==> config.mk <==
export PLATFORM = sky130hd
export DESIGN_NAME = spectral_flux
export DESIGN_NICKNAME = d
export VERILOG_FILES = /design/src/rtl/spectral_flux.sv
export SDC_FILE = /design/constraint.sdc
export NUM_CORES = 1
export LEC_CHECK = 0
export ABC_CLOCK_PERIOD_IN_PS = 29400
export BUFFER_PORTS_ARGS = -buffer_cell sky130_fd_sc_hd__buf_2
export CORE_MARGIN = 3
export CORE_UTILIZATION = 35
export CTS_BUF_LIST = sky130_fd_sc_hd__clkbuf_4
export DETAILED_ROUTE_END_ITERATION = 6
export GPL_TIMING_DRIVEN = 0
export SLEW_MARGIN = 20
export SYNTH_ARGS = -nofsm -noshare
export SYNTH_HDL_FRONTEND = slang
export SYNTH_SLANG_ARGS = --single-unit
==> constraint.sdc <==
create_clock -name clk -period 29.4 [get_ports clk]
set_input_delay 5.88 -clock clk [delete_from_list [all_inputs] [get_ports clk]]
set_output_delay 5.88 -clock clk [all_outputs]
set_load 0.02 [all_outputs]
==> src/rtl/spectral_flux.sv <==
// Per-frame positive spectral flux over N squared-magnitude bins, split into
// low/mid/high bands by the current bin's magnitude, with a beat flag at frame end.
module spectral_flux #(
  parameter int W               = 16,
  parameter int N               = 8,
  parameter int MAX_FLUX_LENGTH = 32,
  parameter int LOW_MAX         = 512,
  parameter int MID_MAX         = 1024,
  parameter int BEAT_THRESH     = 2048
) (
  input  logic                       clk,
  input  logic                       reset,
  input  logic                       mag_valid,
  input  logic [W-1:0]               mag_sq,
  output logic [MAX_FLUX_LENGTH-1:0] flux_value,
  output logic                       flux_valid,
  output logic                       beat_valid,
  output logic                       frame_done,
  output logic [MAX_FLUX_LENGTH-1:0] flux_low,
  output logic [MAX_FLUX_LENGTH-1:0] flux_mid,
  output logic [MAX_FLUX_LENGTH-1:0] flux_high,
  output logic [MAX_FLUX_LENGTH-1:0] flux_accum
);

  localparam int F  = MAX_FLUX_LENGTH;
  localparam int IW = (N > 1) ? $clog2(N) : 1;
  // Sum width covers the worst case of a full accumulator plus a full diff.
  localparam int SW = ((F > W) ? F : W) + 1;
  localparam logic [SW-1:0] SAT    = SW'({F{1'b1}});
  localparam logic [SW-1:0] BEAT_T = SW'(BEAT_THRESH);
  localparam logic [W-1:0]  LOW_T  = W'(LOW_MAX);
  localparam logic [W-1:0]  MID_T  = W'(MID_MAX);
  localparam logic [IW-1:0] LAST   = IW'(N - 1);

  logic [IW-1:0] idx_q;
  logic [W-1:0]  prev_q [N];
  logic [F-1:0]  total_q, low_q, mid_q, high_q, prev_total_q;
  logic [F-1:0]  value_q, flow_q, fmid_q, fhigh_q;
  logic          fvalid_q, beat_q, done_q;

  logic [W-1:0]  prev_bin, diff;
  logic [SW-1:0] contrib;
  logic          in_low, in_mid, frame_end, beat_d;
  logic [F-1:0]  total_d, low_d, mid_d, high_d;

  function automatic logic [F-1:0] sat_add(input logic [F-1:0] a, input logic [SW-1:0] b);
    logic [SW-1:0] s;
    s = SW'(a) + b;
    return (s > SAT) ? {F{1'b1}} : s[F-1:0];
  endfunction

  always_comb begin
    prev_bin  = prev_q[idx_q];
    diff      = (mag_sq > prev_bin) ? (mag_sq - prev_bin) : '0;
    // DC bin refreshes its history but never adds flux.
    contrib   = (idx_q != '0) ? SW'(diff) : '0;
    in_low    = (mag_sq < LOW_T);
    in_mid    = !in_low && (mag_sq < MID_T);
    total_d   = sat_add(total_q, contrib);
    low_d     = in_low ? sat_add(low_q, contrib) : low_q;
    mid_d     = in_mid ? sat_add(mid_q, contrib) : mid_q;
    high_d    = (!in_low && !in_mid) ? sat_add(high_q, contrib) : high_q;
    frame_end = mag_valid && (idx_q == LAST);
    beat_d    = (SW'(total_d) > BEAT_T) && (total_d > prev_total_q);
  end

  always_ff @(posedge clk or posedge reset) begin
    if (reset) begin
      idx_q        <= '0;
      for (int i = 0; i < N; i++) prev_q[i] <= '0;
      total_q      <= '0;
      low_q        <= '0;
      mid_q        <= '0;
      high_q       <= '0;
      prev_total_q <= '0;
      value_q      <= '0;
      flow_q       <= '0;
      fmid_q       <= '0;
      fhigh_q      <= '0;
      fvalid_q     <= 1'b0;
      beat_q       <= 1'b0;
      done_q       <= 1'b0;
    end else begin
      fvalid_q <= 1'b0;
      beat_q   <= 1'b0;
      done_q   <= 1'b0;
      if (mag_valid) begin
        prev_q[idx_q] <= mag_sq;
        if (frame_end) begin
          value_q      <= total_d;
          flow_q       <= low_d;
          fmid_q       <= mid_d;
          fhigh_q      <= high_d;
          fvalid_q     <= 1'b1;
          done_q       <= 1'b1;
          beat_q       <= beat_d;
          prev_total_q <= total_d;
          total_q      <= '0;
          low_q        <= '0;
          mid_q        <= '0;
          high_q       <= '0;
          idx_q        <= '0;
        end else begin
          total_q <= total_d;
          low_q   <= low_d;
          mid_q   <= mid_d;
          high_q  <= high_d;
          idx_q   <= idx_q + 1'b1;
        end
      end
    end
  end

  assign flux_value = value_q;
  assign flux_low   = flow_q;
  assign flux_mid   = fmid_q;
  assign flux_high  = fhigh_q;
  assign flux_valid = fvalid_q;
  assign beat_valid = beat_q;
  assign frame_done = done_q;
  assign flux_accum = total_q;

endmodule

==> impl_metrics.yaml <==
outcome:
  status: "completed"
floorplan:
  rows: 95
  die_y_um: 268
  die_w_um: 268
  core_um2: 67500
  die_area_um2: 71700
  initial_core_util: 0.355
  ios: 182
timing:
  worstMarginPinSlew_ns: 1.13
  min_period_ns: 13.97
  fmax_mhz: 71.6
  hold_ws_ns: 0.475
  hold_violations: 0
  drv_slew: 0
  rsz0062_at_grt: "no"
  maxSlewHeadroom: 0.247
  fin_worst_skew_ns: 0.112
  finalCritPeriodShare: 0.475
  tns_ns: 0
  setup_viol: 0
pwr:
  ir_drop_v: 0.0000694
  p_total_mw: 3.97
  power_density_nw_per_um2: 144
  power_leakage_nw: 12.2
cells_and_area:
  nNetsFinal: 2962
  nFillCells: 6824
  final_layout_size_suffix_gt1_frac: 0.210
  multi_input_area_um2: 13300
  area_growth_pct: 15.0
  seqCellArea_um2: 9730
placement:
  portBuffers: 180
  place_congestion: 0.940
  hpwl_mm: 61.3
yosys:
  yosysWarnings: 0
  synthesis.nets: 2662
  synth_edf_count: 0
  post-synth-top-area-cell: "dfrtp_1"
  ys_seq_elements: 389
  syn_avg_cell_area_um2: 9.40
  synth_cell_type_count: 103
  ys_seq_area_frac: 0.406
  synth_top_area_share: 0.406
  ys_top_cells_by_count: "dfrtp_1, nand2_1, o21ai_0, a21oi_1, nor2_1"
  synthFlopType: "dfrtp_1"
  synthCells: 2550
  ys_top_cells_by_area: "dfrtp_1, mux2_2, ha_1, o21ai_0, a21oi_1"
  syn_area_um2: 24000
  asyncSetResetFlopFracSynth: 1.00
  synth_most_common_cell: "dfrtp_1"
setup_path:
  critPathMaxStageDelay_ns: 0.72
  crit_family: "compound AO/OA/AOI/OAI gates"
  crit_path_start: "mag_sq[0]"
  r2r_setup_slack_ns: 18.38
  cp-start-kind: "primary input"
  critPathRequiredTime_ns: 30.11
  path_class: "primary input to register"
  rr_worst_depth: 40
  r2r_start: "idx_q[0]$_DFFE_PP0P_"
  cp_slowest_cell: "nor2_1"
  critPathBufInv: 7
  path_max_fanout: 10
  crit_top_cell: "o21a_1"
  r2r_end: "beat_valid$_DFF_PP0_"
  worstPathArrival_ns: 14.68
  critPathCaptureType: "register"
global_route:
  grt_start_max_net_pins: 91
  grt_antenna_before_repair: 5
  grt_pass1_vias: 21000
  grt_use_total: 0.234
  grt_pass1_wl_mm: 129
  grt-ovfl-total: 0
clocking:
  cts_buffers: 110
  cts-resized-gates: 0
  cts_root_buffer: "clkbuf_4"
  cts_tree: "done"
  clk_latency_ns: 0.91
  post-cts-setup-buffer-count: 0
  cts_max_path_buffers: 3
  hold_buffers: 0
  path_clk_slew_ns: 0.06
  htree_levels: 3
  cts.sink_count: 389
hold_path:
  hold_path.class: "register to register"
  min_from: "flux_low[22]$_DFFE_PP0P_"
  hold_depth: 1
  worst_hold_path.endpoint: "flux_low[22]$_DFFE_PP0P_"
job:
  cap_viol_max_count: 0
route:
  antenna_left: 0
  drcViolationCount: 0
  routed_via_density: 5.68
  vias: 21600
  first_iter_violations: 1939
  wirelength_mm: 84.3
  first_pass_iters: 5
  avgRoutedWirePerCell_um: 22.1
-- worst register-to-register path, delay by kind of cell (launching register included) --
kind / cells / cell delay [ns]
buffers and inverters: 8 / 2.67
AO/OA/AOI/OAI: 19 / 3.62
flip-flops: 1 / 0.35
adder cells (fa/ha/maj): 4 / 1.34
multiplexers: 2 / 0.82
AND/OR/NAND/NOR: 7 / 2.06
-- placed cells by master, fill, tap and decap left out, types with 22 or more instances in the layout --
cell and instances:
a211oi_1 26, a21o_1 34, a21oi_1 199, a31oi_1 43, and2_1 23, and3_1 56, buf_2 196, clkbuf_1 112
clkbuf_4 163, clkinv_1 23, dfrtp_1 389, ha_1 92, inv_1 111, mux2_2 117, mux2i_1 31, mux4_2 32
nand2_1 237, nand3_1 55, nand4_1 27, nor2_1 177, nor3_1 37, o21a_1 22, o21ai_0 201, o22ai_1 31
o2bb2ai_1 29, o31ai_1 23, xnor2_1 82, xor2_1 26
-- cell type report --
type | instances | share of cell area
clock inverter | 31 | 0.00599
antenna | 3 | 0.000272
timing repair buffer | 188 | 0.0387
sequential | 389 | 0.353
clock buffer | 163 | 0.0444
multi-input combinational | 1903 | 0.481
buffer | 145 | 0.0215
inverter | 113 | 0.0157
tap | 873 | 0.0396
-- through the flow --
stage                     std cells  worst slack (ns)  instance area [um^2]  utilization
after detailed placement       3611             14.62                 26200        0.388
final                          3808             15.43                 27600        0.408
after global routing           3807             14.88                 27600        0.408
after floorplan                2550             12.71                 24000            -
after global placement         3603              7.64                 26000        0.385
after CTS                      3805             15.65                 27600        0.408
-- per-layer routing --
| layer | share of wire | GRT usage | up-vias | wire length [um] |
|---|---|---|---|---|
| li1 | - | - | 10000 | - |
| met1 | 0.42 | 0.312 | 10700 | 35700 |
| met2 | 0.47 | 0.376 | 785 | 39300 |
| met3 | 0.074 | 0.0462 | 182 | 6250 |
| met4 | 0.036 | 0.0906 | 6 | 3060 |
| met5 | 0.00042 | 0 | - | 35 |
-- report_power, final --
| group | internal (mW) | switching (mW) |
|---|---|---|
| Clock | 0.261 | 0.247 |
| Sequential | 0.720 | 0.125 |
| Combinational | 0.999 | 1.62 |
| Total | 1.98 | 1.99 |
-- flip-flops by register name (all words and copies together), names as in the netlist, 3 cells and up --
name and count:
mid_q 32, high_q 32, flux_low 32, flux_accum 32, flux_high 32, flux_value 32
low_q 32, prev_q 128, flux_mid 32, idx_q 3
-- logic make-up (layout without fill, tap and decap cells) --
family	Yosys count	count (layout)	share of synthesized area
fa+ha+maj	104	104	0.0534
flops	389	389	0.406
buf+inv	258	640	0.0423
compound gates	771	771	0.209
mux	180	180	0.0980
simple gates	740	740	0.152
other cells	0	3	0
xor+xnor	108	108	0.0395
-- how the worst max path moves through the flow --
stage                           endpoint  slack (ns)  cells past startpoint
5_1_grt             beat_valid$_DFF_PP0_       14.88                     38
3_5_place_dp        beat_valid$_DFF_PP0_       14.62                     38
3_3_place_gp   flux_high[13]$_DFFE_PP0P_        7.64                      2
2_1_floorplan       beat_valid$_DFF_PP0_       12.71                      1
6_report            beat_valid$_DFF_PP0_       15.43                     38
4_1_cts             beat_valid$_DFF_PP0_       15.65                     38
No activity file was read; power rests on OpenSTA's default activity.
